## config.mk

```make
export PLATFORM = sky130hd
export DESIGN_NAME = traffic_conflict_monitor
export DESIGN_NICKNAME = d
export VERILOG_FILES = /design/src/rtl/traffic_pkg.sv /design/src/rtl/traffic_flash_gen.sv /design/src/rtl/traffic_conflict_monitor.sv
export SDC_FILE = /design/constraint.sdc
export NUM_CORES = 1
export LEC_CHECK = 0
export BUFFER_PORTS_ARGS = -buffer_cell sky130_fd_sc_hd__buf_2
export CAP_MARGIN = 30
export CORE_UTILIZATION = 55
export DETAILED_ROUTE_END_ITERATION = 8
export PLACE_DENSITY = 0.73
export SLEW_MARGIN = 40
export SYNTH_ARGS = -nofsm -noshare
export SYNTH_HDL_FRONTEND = slang
export SYNTH_SLANG_ARGS = --single-unit
```

## constraint.sdc

```tcl
create_clock -name clk_50 -period 2.9 [get_ports clk_50]
set_input_delay 0.145 -clock clk_50 [delete_from_list [all_inputs] [get_ports clk_50]]
set_output_delay 0.145 -clock clk_50 [all_outputs]
set_load 0.1 [all_outputs]
```

## src/rtl/traffic_pkg.sv

```systemverilog
// Shared types and constants for the traffic-lamp conflict monitor.
// The helper functions classify a 6-bit lamp command vector.
package traffic_pkg;

   typedef enum logic [1:0] {
      StStartup = 2'b00,
      StPass    = 2'b01,
      StFault   = 2'b10
   } mon_state_e;

   localparam logic [1:0] FC_NONE     = 2'b00;
   localparam logic [1:0] FC_CONFLICT = 2'b01;
   localparam logic [1:0] FC_DARK     = 2'b10;
   localparam logic [1:0] FC_MULTI    = 2'b11;

   localparam int unsigned LAMP_MAIN_R = 0;
   localparam int unsigned LAMP_MAIN_G = 1;
   localparam int unsigned LAMP_MAIN_Y = 2;
   localparam int unsigned LAMP_SIDE_R = 3;
   localparam int unsigned LAMP_SIDE_G = 4;
   localparam int unsigned LAMP_SIDE_Y = 5;

   // Highest-priority unsafe condition present; FC_NONE when the pattern is clean.
   function automatic logic [1:0] unsafe_code(input logic [5:0] l);
      logic [2:0] m;
      logic [2:0] s;
      logic       conflict;
      logic       multi;
      logic       dark;
      m        = {l[LAMP_MAIN_Y], l[LAMP_MAIN_G], l[LAMP_MAIN_R]};
      s        = {l[LAMP_SIDE_Y], l[LAMP_SIDE_G], l[LAMP_SIDE_R]};
      conflict = (m[1] | m[2]) & (s[1] | s[2]);
      multi    = (m[0] & m[1]) | (m[0] & m[2]) | (m[1] & m[2]) |
                 (s[0] & s[1]) | (s[0] & s[2]) | (s[1] & s[2]);
      dark     = (m == 3'b000) | (s == 3'b000);
      if (conflict) begin
         return FC_CONFLICT;
      end else if (multi) begin
         return FC_MULTI;
      end else if (dark) begin
         return FC_DARK;
      end
      return FC_NONE;
   endfunction

   // Both red lamps driven by the flash phase, everything else dark.
   function automatic logic [5:0] red_only(input logic phase);
      logic [5:0] l;
      l              = '0;
      l[LAMP_MAIN_R] = phase;
      l[LAMP_SIDE_R] = phase;
      return l;
   endfunction

endpackage

```

## src/rtl/traffic_flash_gen.sv

```systemverilog
// Flash phase generator: restarts lit with a zero count, then toggles every
// FLASH_HALF_CYCLES enabled cycles.
module traffic_flash_gen #(
   parameter int unsigned FLASH_HALF_CYCLES = 25_000_000
) (
   input  logic clk,
   input  logic reset,
   input  logic restart,
   input  logic enable,
   output logic phase
);

   localparam int unsigned CW = $clog2(FLASH_HALF_CYCLES + 1);
   localparam logic [CW-1:0] CNT_LAST = CW'(FLASH_HALF_CYCLES - 1);

   logic [CW-1:0] cnt_q, cnt_d;
   logic          phase_q, phase_d;

   always_comb begin
      cnt_d   = cnt_q;
      phase_d = phase_q;
      if (restart) begin
         cnt_d   = '0;
         phase_d = 1'b1;
      end else if (enable) begin
         if (cnt_q >= CNT_LAST) begin
            cnt_d   = '0;
            phase_d = ~phase_q;
         end else begin
            cnt_d = cnt_q + CW'(1);
         end
      end
   end

   always_ff @(posedge clk) begin
      if (reset) begin
         cnt_q   <= '0;
         phase_q <= 1'b1;
      end else begin
         cnt_q   <= cnt_d;
         phase_q <= phase_d;
      end
   end

   // Next-edge phase, so the lamp registers in the parent show it without extra lag.
   assign phase = phase_d;

endmodule

```

## src/rtl/traffic_conflict_monitor.sv

```systemverilog
// Fail-safe stage behind traffic_controller: passes lamp commands through,
// latches a fault on a persistent unsafe pattern and flashes all-way red.
module traffic_conflict_monitor
   import traffic_pkg::*;
#(
   parameter int unsigned FILTER_CYCLES     = 50,
   parameter int unsigned FLASH_HALF_CYCLES = 25_000_000,
   parameter int unsigned STARTUP_CYCLES    = 150_000_000
) (
   input  logic       clk_50,
   input  logic       reset,
   input  logic       main_R,
   input  logic       main_G,
   input  logic       main_Y,
   input  logic       side_R,
   input  logic       side_G,
   input  logic       side_Y,
   input  logic       fault_clr,
   output logic       lamp_main_R,
   output logic       lamp_main_G,
   output logic       lamp_main_Y,
   output logic       lamp_side_R,
   output logic       lamp_side_G,
   output logic       lamp_side_Y,
   output logic       fault,
   output logic [1:0] fault_code,
   output logic       flashing
);

   localparam int unsigned FW = $clog2(FILTER_CYCLES + 1);
   localparam int unsigned SW = $clog2(STARTUP_CYCLES + 1);
   localparam logic [FW-1:0] FILT_MAX = FW'(FILTER_CYCLES);
   localparam logic [SW-1:0] ST_LAST  = SW'(STARTUP_CYCLES - 1);

   mon_state_e    state_q, state_d;
   logic [FW-1:0] filt_q, filt_d;
   logic [SW-1:0] st_q, st_d;
   logic          fault_q, fault_d;
   logic [1:0]    code_q, code_d;
   logic [5:0]    lamp_q, lamp_d;
   logic          flashing_q;
   logic [5:0]    cmd;
   logic [1:0]    cond_code;
   logic          unsafe;
   logic          flash_next;
   logic          flash_restart;
   logic          flash_enable;
   logic          phase;

   assign cmd[LAMP_MAIN_R] = main_R;
   assign cmd[LAMP_MAIN_G] = main_G;
   assign cmd[LAMP_MAIN_Y] = main_Y;
   assign cmd[LAMP_SIDE_R] = side_R;
   assign cmd[LAMP_SIDE_G] = side_G;
   assign cmd[LAMP_SIDE_Y] = side_Y;

   assign cond_code = unsafe_code(cmd);
   assign unsafe    = (cond_code != FC_NONE);

   always_comb begin
      state_d = state_q;
      filt_d  = '0;
      st_d    = '0;
      fault_d = fault_q;
      code_d  = code_q;
      unique case (state_q)
         StStartup: begin
            if (st_q >= ST_LAST) begin
               state_d = StPass;
            end else begin
               st_d = st_q + SW'(1);
            end
         end
         StPass: begin
            if (unsafe) begin
               filt_d = (filt_q >= FILT_MAX) ? FILT_MAX : filt_q + FW'(1);
               if (filt_d == FILT_MAX) begin
                  state_d = StFault;
                  fault_d = 1'b1;
                  code_d  = cond_code;
                  filt_d  = '0;
               end
            end
         end
         StFault: begin
            // A clear is only honoured once the inputs themselves look safe again.
            if (fault_clr && !unsafe) begin
               state_d = StStartup;
               fault_d = 1'b0;
               code_d  = FC_NONE;
            end
         end
         default: begin
            state_d = StStartup;
         end
      endcase
   end

   assign flash_next    = (state_d != StPass);
   assign flash_restart = flash_next && (state_d != state_q);
   assign flash_enable  = (state_q != StPass);
   assign lamp_d        = flash_next ? red_only(phase) : cmd;

   traffic_flash_gen #(
      .FLASH_HALF_CYCLES(FLASH_HALF_CYCLES)
   ) u_flash (
      .clk    (clk_50),
      .reset  (reset),
      .restart(flash_restart),
      .enable (flash_enable),
      .phase  (phase)
   );

   always_ff @(posedge clk_50) begin
      if (reset) begin
         state_q    <= StStartup;
         filt_q     <= '0;
         st_q       <= '0;
         fault_q    <= 1'b0;
         code_q     <= FC_NONE;
         lamp_q     <= red_only(1'b1);
         flashing_q <= 1'b1;
      end else begin
         state_q    <= state_d;
         filt_q     <= filt_d;
         st_q       <= st_d;
         fault_q    <= fault_d;
         code_q     <= code_d;
         lamp_q     <= lamp_d;
         flashing_q <= flash_next;
      end
   end

   assign lamp_main_R = lamp_q[LAMP_MAIN_R];
   assign lamp_main_G = lamp_q[LAMP_MAIN_G];
   assign lamp_main_Y = lamp_q[LAMP_MAIN_Y];
   assign lamp_side_R = lamp_q[LAMP_SIDE_R];
   assign lamp_side_G = lamp_q[LAMP_SIDE_G];
   assign lamp_side_Y = lamp_q[LAMP_SIDE_Y];
   assign fault       = fault_q;
   assign fault_code  = code_q;
   assign flashing    = flashing_q;

endmodule

```

==> metrics, run 1 <==
total CTS buffers 9; worst max-slew margin expressed relative to the limit 0.603; Final #Nets 434; weighted congestion at the end of routability-driven global placement 0.769; fraction of synthesized cell area taken by the top area cell type 0.424; clk_lat worst skew 340 ps; data arrival time of the worst path approximately 2600 ps; maximum operating frequency about 420 MHz; unrepaired setup endpoints after global routing no; number of register bits inferred by synthesis 72; number of distinct standard cells referenced by the synthesized netlist 50; GR Util All Layers 0.205; beginning of the worst register-to-register path filt_q[0]$_SDFF_PP0_; wire length after detailed routing a little over 6 mm; number of slew-limit violations in the final report 0; number of enable flip-flop cells after synthesis 0; first-pass GRT wire length 10.4 mm; total stage count of the critical path 8; overflow left after global routing 0; share of async-settable or async-resettable flops after synthesis 0; routed wirelength normalized by instance count between 10 and 15 um; TritonCTS clock tree built; root cell of the clock tree sky130_fd_sc_hd__clkbuf_8; Syn Std Cell Area about 0.0034 sq mm; total setup buffers inserted after CTS 0; ordered list of cells on the worst path inv_1, ha_1, nor4_1, nor2_1, o311ai_2, o31ai_1, and2_1, or3b_1; Post-Route Skew ~7.4 ps; gate count of the mapped netlist slightly above 400; synthesized area per cell approximately 8.4 sq um; multi-input gate area in the final layout 0.00185 sq mm; Total Die Area between 0.006 and 0.007 sq mm; # clock sinks 72; Syn Nets 417; pin count of the biggest net entering global routing 29; fill cell count between 500 and 600; Setup WS pre-CTS ~500 ps; share of layout cells above drive strength 1 0.0946; placeable core area slightly below 0.006 sq mm; start-to-end type of the worst setup path register to register; Post-route DRC 0; Sum Neg Setup Slack 0 ps; leading cell types in the layout, fill and taps excluded sky130_fd_sc_hd__nor2_1 (74), sky130_fd_sc_hd__dfxtp_1 (72), sky130_fd_sc_hd__nand2_1 (36), sky130_fd_sc_hd__xor2_1 (31), sky130_fd_sc_hd__nand3_1 (25); CTS-repair resized insts 0; buffers from clock root to sink, at most 2; P per Cell Area 482 mW/mm^2; top-level I/O count 19; number of rows created at floorplan 28; synth warn 0; sort of element at the end of the critical path register; Largest stage delay, worst path roughly 450 ps; layout overhead on the synthesized area 8.59%; flip-flop and latch area around 0.0014 sq mm; reg-to-reg setup timing slack 530 ps; height of the chip between 80 and 90 um; initial core utilization 0.574; clock period minus worst slack 2370 ps; portion of the clock cycle consumed by the worst path in the final layout 0.818; half-perimeter wire length of the detailed placement result between 4 and 5 mm; leakage power of the design between 1 and 1.5 nW; portion of the post-synthesis area used by sequential elements 0.424; n_diodes 0; number of cells on the worst reg-to-reg path 8; CP Data Required Time about 3100 ps; status finished, final reports clean; endpoint of the worst register-to-register path u_flash.phase_q$_SDFF_PP1_; worst hold path type primary input to register; share of the core filled with cells 0.623; Port Buffer Count 18; buffers and inverters on the worst path 1; Setup-failing EPs final 0; peak ir drop on the vdd network around 0.33 mV; Primary FF master, synth sky130_fd_sc_hd__dfxtp_1; reported max-cap violation count 0; top post-synthesis cells by area sky130_fd_sc_hd__dfxtp_1 (42%), sky130_fd_sc_hd__nor2_1 (8.2%), sky130_fd_sc_hd__xor2_1 (8.0%); smallest hold slack just under 60 ps; largest fanout on the critical path 5; 1st-iter DRT viols ~150; Clock H-tree levels 3; end of the critical path u_flash.phase_q$_SDFF_PP1_; post-synth top area cell sky130_fd_sc_hd__dfxtp_1; total number of vias around 2,700; worst setup path start filt_q[0]$_SDFF_PP0_; horizontal die dimension approximately 81 um; kind of cell with the highest combined delay on the critical path simple AND/OR/NAND/NOR gates; worst slew pin tran about 590 ps; antenna violations before repair 0; overall power of the completed layout between 0.0015 and 0.002 W; drt via density 5.48; most frequent standard cell in the layout excluding fill and tap cells sky130_fd_sc_hd__nor2_1; Setup WS post-layout between 500 and 600 ps; final count of hold timing violations 0; startpoint class of the critical path register; Critical Path Slowest Stage Cell sky130_fd_sc_hd__nor4_1; hold_buf cts 0; Antenna Violating Nets Remaining 0; clock transition at the register clock pins on the worst setup and hold paths after CTS ~70 ps; via count of the first global-routing pass approximately 2,400; total iterations of the first detailed-routing run 4
## kinds of logic after synthesis
family                   after synthesis  synth area share
AO/OA/AOI/OAI                         38            0.0818
XOR/XNOR                              52             0.134
flip-flops                            72             0.424
multiplexers                           1           0.00295
AND/OR/NAND/NOR                      212             0.309
buffers and inverters                 24            0.0298
adder cells (fa/ha/maj)                5            0.0177
## worst reg2reg max path: stages, from the launching register on
cell                       delay (ps)
sky130_fd_sc_hd__dfxtp_1          380
sky130_fd_sc_hd__inv_1             60
sky130_fd_sc_hd__ha_1             190
sky130_fd_sc_hd__nor4_1           450
sky130_fd_sc_hd__nor2_1           100
sky130_fd_sc_hd__o311ai_2         390
sky130_fd_sc_hd__o31ai_1          130
sky130_fd_sc_hd__and2_1           210
sky130_fd_sc_hd__or3b_1           370
## per-layer routing
| metal | GRT usage | up-vias | part of all wire |
|---|---|---|---|
| met1 | 0.267 | 1262 | 0.52 |
| met2 | 0.317 | 31 | 0.44 |
| met5 | 0 | - | 0 |
| met3 | 0.0443 | 9 | 0.024 |
| met4 | 0.100 | 0 | 0.016 |
| li1 | - | 1426 | - |
## final cells by class
cell class | instances | area share
clock inverters | 2 | 0.00271
clock buffers | 11 | 0.0356
multi-input cells | 308 | 0.503
repair buffers | 24 | 0.0366
well taps | 75 | 0.0254
flip-flops and latches | 72 | 0.391
inverters | 6 | 0.00611
## cells in the mapped netlist, types with 4 or more instances
library cell               instances
sky130_fd_sc_hd__nor2_1           74
sky130_fd_sc_hd__dfxtp_1          72
sky130_fd_sc_hd__nand2_1          36
sky130_fd_sc_hd__xor2_1           31
sky130_fd_sc_hd__nand3_1          25
sky130_fd_sc_hd__xnor2_1          21
sky130_fd_sc_hd__nand4_1          13
sky130_fd_sc_hd__and3_1           12
sky130_fd_sc_hd__a21oi_1          10
sky130_fd_sc_hd__clkbuf_1         10
sky130_fd_sc_hd__nor3_1           10
sky130_fd_sc_hd__nand3b_1          8
sky130_fd_sc_hd__nor2b_1           7
sky130_fd_sc_hd__buf_2             6
sky130_fd_sc_hd__inv_1             6
sky130_fd_sc_hd__nor4_1            5
sky130_fd_sc_hd__o21ai_0           5
sky130_fd_sc_hd__ha_1              4
sky130_fd_sc_hd__nand2b_1          4
## metrics by stage
| step | instances | cell area [sq um] |
|---|---|---|
| after floorplan | 404 | 3400 |
| after global placement | 485 | 3550 |
| after detailed placement | 485 | 3550 |
| after CTS | 498 | 3690 |
| after global routing | 498 | 3690 |
| final | 498 | 3690 |
## state kept, by name, summed over array words and instances, names as in the netlist
register,flops
lamp_q,6
u_flash.cnt_q,25
st_q,28
filt_q,6
fault,1
fault_code,2
u_flash.phase_q,1
flashing,1
state_q,2
## where the power goes
| part | switching, W | internal (W) |
|---|---|---|
| logic | 0.0000592 | 0.0000462 |
| registers | 0.0000301 | 0.00101 |
| clock network | 0.000333 | 0.000294 |
| total | 0.000422 | 0.00135 |
## worst min-delay path by stage
stage / start / to / slack [ps] / cells past startpoint
CTS: reset / fault_code[0]$_SDFFE_PP0P_ / 60 / 2
finish: reset / fault_code[0]$_SDFFE_PP0P_ / 60 / 2
detailed placement: reset / fault_code[0]$_SDFFE_PP0P_ / 420 / 2
floorplan: side_G / lamp_q[4]$_SDFF_PP0_ / 270 / 1
global route: reset / fault_code[0]$_SDFFE_PP0P_ / 60 / 2
global placement: reset / fault_code[0]$_SDFFE_PP0P_ / 410 / 2
No activity file was read; power rests on OpenSTA's default activity.
==> inputs of run 2 (changes only) <==
==> constraint.sdc (replaced) <==
create_clock -name clk_50 -period 2.4 [get_ports clk_50]
set_input_delay 0.12 -clock clk_50 [delete_from_list [all_inputs] [get_ports clk_50]]
set_output_delay 0.12 -clock clk_50 [all_outputs]
set_load 0.1 [all_outputs]
==> metrics, run 2 (synthesis gave the netlist of run 1 again) <==
worst max-slew margin expressed relative to the limit 0.676 (+0.0730); cell internal power dissipation 0.00171 W (+26%); Sum Neg Setup Slack 0 ps (unchanged); initial core utilization 0.574 (unchanged); number of rows created at floorplan 28 (unchanged); peak ir drop on the vdd network 0.450 mV (+36%); pin count of the biggest net entering global routing 29 (unchanged); placeable core area 0.00592 sq mm (unchanged); endpoint of the worst register-to-register path fault_code[0]$_SDFFE_PP0P_; proportion of power drawn by combinational gates 0.059 (about the same); number of placed instances, taps included 490 (+1.0%); leakage power of the design 1.41 nW (+2.7%); Post-route DRC 0 (unchanged); clk_lat worst skew 340 ps (about the same); reported max-cap violation count 0 (unchanged); Port Buffer Count 18 (unchanged); sw power 0.000536 W (+27%); Total Die Area 0.00649 sq mm (unchanged); data arrival time of the worst path 2550 ps (-50 ps); total iterations of the first detailed-routing run 4 (unchanged); root cell of the clock tree sky130_fd_sc_hd__clkbuf_8; clock transition at the register clock pins on the worst setup and hold paths after CTS 70 ps (about the same); routed wirelength normalized by instance count 12.3 um (+1.6%); horizontal die dimension 80.6 um (unchanged); start-to-end type of the worst setup path register to register; wire length after detailed routing 6.23 mm (+3.0%); via count of the first global-routing pass 2,443 (+0.70%); worst setup path start filt_q[0]$_SDFF_PP0_; Antenna Violating Nets Remaining 0 (unchanged); weighted congestion at the end of routability-driven global placement 0.793 (+3.1%); startpoint class of the critical path register; number of slew-limit violations in the final report 0 (unchanged); largest fanout on the critical path 5 (unchanged); cell depth of the worst min-delay path 2 (unchanged); Flop pwr share 0.562 (-0.026); max FFs per register 28 (unchanged); Clock H-tree levels 3 (unchanged); total setup buffers inserted after CTS 0 (unchanged); beginning of the worst register-to-register path filt_q[0]$_SDFF_PP0_; overflow left after global routing 0 (unchanged); endpoint of the worst hold-timing path fault_code[0]$_SDFFE_PP0P_; first-pass GRT wire length 10.5 mm (+1.1%); top-level I/O count 19 (unchanged); smallest hold slack 34.3 ps (-24.8 ps); portion of total power attributed to the clock network 0.379 (+0.026); number of cells on the worst reg-to-reg path 8 (unchanged); most frequent standard cell in the layout excluding fill and tap cells sky130_fd_sc_hd__nor2_1; register ranked first by flip-flop count st_q; Final #Nets 439 (+1.2%); TritonCTS clock tree built; buffers from clock root to sink, at most 2 (unchanged); antenna violations before repair 0 (unchanged); final count of hold timing violations 0 (unchanged); 1st-iter DRT viols 129 (-16%); worst hold path type primary input to register; P per Cell Area 596 mW/mm^2 (+24%); net switching share of the total power 0.239 (+0.00129); n_diodes 0 (unchanged); leading cell types in the layout, fill and taps excluded sky130_fd_sc_hd__nor2_1 (74), sky130_fd_sc_hd__dfxtp_1 (72), sky130_fd_sc_hd__nand2_1 (36), sky130_fd_sc_hd__xor2_1 (31), sky130_fd_sc_hd__nand3_1 (25); total CTS buffers 9 (unchanged); # clock sinks 72 (unchanged); Setup-failing EPs final 0 (unchanged); worst slew pin tran 490 ps (-104 ps); status finished, final reports clean; portion of the clock cycle consumed by the worst path in the final layout 0.947 (+0.129); total number of vias 2,768 (+1.5%); ordered list of cells on the worst path inv_1, ha_1, nor2b_1, o2bb2ai_1, o311ai_2, or4_1, or3_1, a21oi_2; Non-Filler Instances 505 (+1.4%); CP Data Required Time 2680 ps (-450 ps); GR Util All Layers 0.208 (+0.00355); clock period minus worst slack 2270 ps (-100 ps); start point of the worst min-delay path reset; Post-Route Skew 10.1 ps (+2.75 ps); Setup WS pre-CTS 131 ps (-384 ps); share of layout cells above drive strength 1 0.114 (+0.0194); share of the core filled with cells 0.635 (+0.0127); leading registers by flop count st_q x28, u_flash.cnt_q x25; drt via density 5.48 (about the same); half-perimeter wire length of the detailed placement result 4.32 mm (+2.5%); Critical Path Slowest Stage Cell sky130_fd_sc_hd__or4_1; Largest stage delay, worst path 520 ps (+70 ps); sort of element at the end of the critical path register; reg-to-reg setup timing slack 130 ps (-400 ps); height of the chip 80.6 um (unchanged); Setup WS post-layout 127 ps (-400 ps); maximum operating frequency 440 MHz (+4.4%); hold_buf cts 0 (unchanged); layout overhead on the synthesized area 10.8%
==> run 2: cell types whose count changed in the layout (fill, tap and decap cells not counted) <==
cell / delta
sky130_fd_sc_hd__clkinvlp_4: +1
sky130_fd_sc_hd__buf_4: +5
sky130_fd_sc_hd__clkbuf_8: +2
sky130_fd_sc_hd__nor4_1: -1
sky130_fd_sc_hd__clkbuf_1: -1
sky130_fd_sc_hd__nor4_2: +1
==> run 2: what timing repair did <==
action / 4_1_cts / 5_1_grt
setup endpoints to repair: 0 / 1
gates resized for setup: 0 / 1
hold endpoints to repair: 0 / 0
==> run 2: cell type report <==
cell class | instances | area [sq um]
tap | 75 | 93.8
clock buffer | 12 | 155
multi-input combinational | 308 | 1860
sequential | 72 | 1440
fill | 505 | 2160
inverter | 6 | 22.5
clock inverter | 3 | 17.5
timing repair buffer | 29 | 173
==> run 2: per-stage QoR <==
stage	power (W)	instance area, sq um
detailed placement	0.00142	3580
global placement	0.00142	3580
CTS	0.00226	3760
floorplan	0.00138	3400
global route	0.00234	3760
finish	0.00224	3760
==> run 2: worst max path at each step <==
stage,endpoint,slack (ps),depth (start not counted)
CTS,fault_code[0]$_SDFFE_PP0P_,130,8
floorplan,fault_code[0]$_SDFFE_PP0P_,190,9
global placement,u_flash.phase_q$_SDFF_PP1_,190,8
finish,fault_code[0]$_SDFFE_PP0P_,130,8
detailed placement,u_flash.phase_q$_SDFF_PP1_,130,8
global route,u_flash.phase_q$_SDFF_PP1_,-3,8
==> run 2: power by group through the flow <==
stage / Sequential [W] / Combinational, W / Clock (W)
after global placement: 0.00129 / 0.000131 / 0
final: 0.00126 / 0.000133 / 0.000850
after floorplan: 0.00128 / 0.000102 / 0
after global routing: 0.00126 / 0.000153 / 0.000918
after detailed placement: 0.00128 / 0.000133 / 0
after CTS: 0.00126 / 0.000133 / 0.000866
==> run 2: critical path: cells and delay by family, from the launching register on <==
family	cells	cell delay, ps
flip-flops	1	390
AND/OR/NAND/NOR	3	1030
adder cells (fa/ha/maj)	1	300
AO/OA/AOI/OAI	3	430
buffers and inverters	1	60
==> run 2: metal layers <==
| metal | global-route usage | share of wire | up-vias |
|---|---|---|---|
| li1 | - | - | 1438 |
| met4 | 0.113 | 0.024 | 0 |
| met5 | 0 | 0 | - |
| met3 | 0.0409 | 0.025 | 14 |
| met2 | 0.322 | 0.44 | 42 |
| met1 | 0.271 | 0.51 | 1274 |
==> inputs of run 3 (changes only) <==
--- a/config.mk
+++ b/config.mk
@@ -9,6 +9,7 @@
 export CAP_MARGIN = 30
 export CORE_UTILIZATION = 55
 export DETAILED_ROUTE_END_ITERATION = 8
+export GPL_ROUTABILITY_DRIVEN = 1
 export PLACE_DENSITY = 0.73
 export SLEW_MARGIN = 40
 export SYNTH_ARGS = -nofsm -noshare
==> constraint.sdc (replaced) <==
create_clock -name clk_50 -period 2.4 [get_ports clk_50]
set_input_delay 0.24 -clock clk_50 [delete_from_list [all_inputs] [get_ports clk_50]]
set_output_delay 0.24 -clock clk_50 [all_outputs]
set_load 0.1 [all_outputs]
==> metrics, run 3 (synthesis gave the netlist of run 1 again) <==
leading registers by flop count st_q x28, u_flash.cnt_q x25; half-perimeter wire length of the detailed placement result 4.45 mm (+3.0%); top-level I/O count 19 (unchanged); placeable core area 0.00592 sq mm (unchanged); TritonCTS clock tree built; Total Die Area 0.00649 sq mm (unchanged); hold_buf cts 0 (unchanged); Non-Filler Instances 506 (+0.20%); height of the chip 80.6 um (unchanged); CTS-repair resized insts 0 (unchanged); leakage power of the design 1.42 nW (+0.62%); clock period minus worst slack 2220 ps (-56.9 ps); endpoint of the worst hold-timing path fault_code[0]$_SDFFE_PP0P_; cell depth of the worst min-delay path 2 (unchanged); met2 usage 0.360 (+0.0381); leading cell types in the layout, fill and taps excluded sky130_fd_sc_hd__nor2_1 (74), sky130_fd_sc_hd__dfxtp_1 (71), sky130_fd_sc_hd__nand2_1 (36), sky130_fd_sc_hd__xor2_1 (31), sky130_fd_sc_hd__nand3_1 (25); Critical Path Slowest Stage Cell sky130_fd_sc_hd__or4_1; endpoint of the worst register-to-register path fault_code[0]$_SDFFE_PP0P_; Post-Route Skew 9.78 ps (-0.323 ps); CP Data Required Time 2690 ps (about the same); Setup WS post-layout 184 ps (+56.9 ps); start point of the worst min-delay path reset; total setup buffers inserted after CTS 0 (unchanged); portion of the clock cycle consumed by the worst path in the final layout 0.923 (-0.0237); buffers from clock root to sink, at most 2 (unchanged); Final #Nets 439 (unchanged); horizontal die dimension 80.6 um (unchanged); maximum operating frequency 451 MHz (+2.6%); 1st-iter DRT viols 170 (+32%); ordered list of cells on the worst path and3_1, mux2i_1, o311ai_2, or4_1, or3_1, a21oi_2; total number of vias 2,830 (+2.2%); Port Buffer Count 18 (unchanged); sort of element at the end of the critical path register; n_diodes 0 (unchanged); routed wirelength normalized by instance count 12.6 um (+2.3%); multi-input gate area in the final layout 0.00186 sq mm (unchanged); routing usage on met3 0.0648 (+0.0239); overall power of the completed layout 0.00233 W (+3.9%); most frequent standard cell in the layout excluding fill and tap cells sky130_fd_sc_hd__nor2_1; start-to-end type of the worst setup path register to register; number of slew-limit violations in the final report 0 (unchanged); peak ir drop on the vdd network 0.414 mV (-8.1%); pin count of the biggest net entering global routing 29 (unchanged); fill cell count 530 (+5.0%); share of layout cells above drive strength 1 0.121 (+0.00670); Most Crowded Layer GR met2; worst hold path type primary input to register; reported max-cap violation count 0 (unchanged); total iterations of the first detailed-routing run 4 (unchanged); antenna violations before repair 0 (unchanged); largest fanout on the critical path 4 (-1); drt via density 5.59 (+2.0%); Sum Neg Setup Slack 0 ps (unchanged); startpoint class of the critical path register; Setup-failing EPs final 0 (unchanged); GR Util All Layers 0.218 (+0.00970); worst max-slew margin expressed relative to the limit 0.677 (+0.00116); GR Layer Usage met1 0.263 (-0.00729); flip-flop and latch area 0.00144 sq mm (about the same); status finished, final reports clean; register ranked first by flip-flop count st_q; smallest hold slack 145 ps (+111 ps); P per Cell Area 615 mW/mm^2 (+3.2%); Clock H-tree levels 3 (unchanged); clock transition at the register clock pins on the worst setup and hold paths after CTS 80 ps (about the same); max FFs per register 28 (unchanged); kind of cell with the highest combined delay on the critical path simple AND/OR/NAND/NOR gates; beginning of the worst register-to-register path filt_q[2]$_SDFF_PP0_; Largest stage delay, worst path 520 ps (about the same); via count of the first global-routing pass 2,605 (+6.6%); unrepaired setup endpoints after global routing no; worst slew pin tran 488 ps (-1.75 ps); data arrival time of the worst path 2510 ps (-40 ps); initial core utilization 0.574 (unchanged); first-pass GRT wire length 11.0 mm (+5.3%); clk_lat worst skew 350 ps (about the same); Antenna Violating Nets Remaining 0 (unchanged); root cell of the clock tree sky130_fd_sc_hd__clkbuf_8; Post-route DRC 0 (unchanged); buffers and inverters on the worst path 0 (-1); wire length after detailed routing 6.39 mm (+2.6%); number of rows created at floorplan 28 (unchanged); final count of hold timing violations 0 (unchanged); layout overhead on the synthesized area 11.5%; total CTS buffers 9 (unchanged); # clock sinks 72 (unchanged); number of cells on the worst reg-to-reg path 6 (-2); number of placed instances, taps included 490 (unchanged); weighted congestion at the end of routability-driven global placement 0.782 (-1.3%); Setup WS pre-CTS 21.9 ps (-109 ps); overflow left after global routing 0 (unchanged); reg-to-reg setup timing slack 180 ps (+60 ps)
-- run 3: area by class of cell --
class	instances	share of cell area
clock inverter	7	0.0192
sequential	72	0.381
timing repair buffer	29	0.0456
clock buffer	9	0.0327
multi-input combinational	308	0.491
tap	75	0.0248
inverter	6	0.00595
-- run 3: how the worst max path moves through the flow --
| stage | start | to | slack [ps] | cells after the start |
|---|---|---|---|---|
| 5_1_grt | filt_q[0]$_SDFF_PP0_ | fault_code[0]$_SDFFE_PP0P_ | 6 | 8 |
| 6_report | filt_q[2]$_SDFF_PP0_ | fault_code[0]$_SDFFE_PP0P_ | 180 | 6 |
| 3_3_place_gp | filt_q[0]$_SDFF_PP0_ | u_flash.phase_q$_SDFF_PP1_ | 140 | 8 |
| 3_5_place_dp | filt_q[0]$_SDFF_PP0_ | u_flash.phase_q$_SDFF_PP1_ | 20 | 8 |
| 2_1_floorplan | filt_q[0]$_SDFF_PP0_ | fault_code[0]$_SDFFE_PP0P_ | 190 | 9 |
| 4_1_cts | filt_q[0]$_SDFF_PP0_ | u_flash.phase_q$_SDFF_PP1_ | 30 | 8 |
-- run 3: stage by stage --
step | util | area (sq um)
floorplan | - | 3400
global placement | 0.605 | 3580
detailed placement | 0.605 | 3580
CTS | 0.638 | 3780
global route | 0.640 | 3790
finish | 0.640 | 3790
-- run 3: worst register-to-register path, stage by stage, from the launching register on --
cell and delay [ps]:
sky130_fd_sc_hd__dfxtp_1 400, sky130_fd_sc_hd__and3_1 290, sky130_fd_sc_hd__mux2i_1 260, sky130_fd_sc_hd__o311ai_2 170, sky130_fd_sc_hd__or4_1 520, sky130_fd_sc_hd__or3_1 380
sky130_fd_sc_hd__a21oi_2 130
-- run 3: report_power, final --
part,total (W),internal [W],switching (W)
Clock,0.000937,0.000479,0.000458
Sequential,0.00126,0.00122,0.0000348
Combinational,0.000134,0.0000602,0.0000734
Total,0.00233,0.00176,0.000566
-- run 3: metal layers --
| metal | wire [um] | up-vias |
|---|---|---|
| li1 | - | 1438 |
| met1 | 3080 | 1332 |
| met2 | 3030 | 51 |
| met3 | 200 | 9 |
| met4 | 85 | 0 |
| met5 | 0 | - |
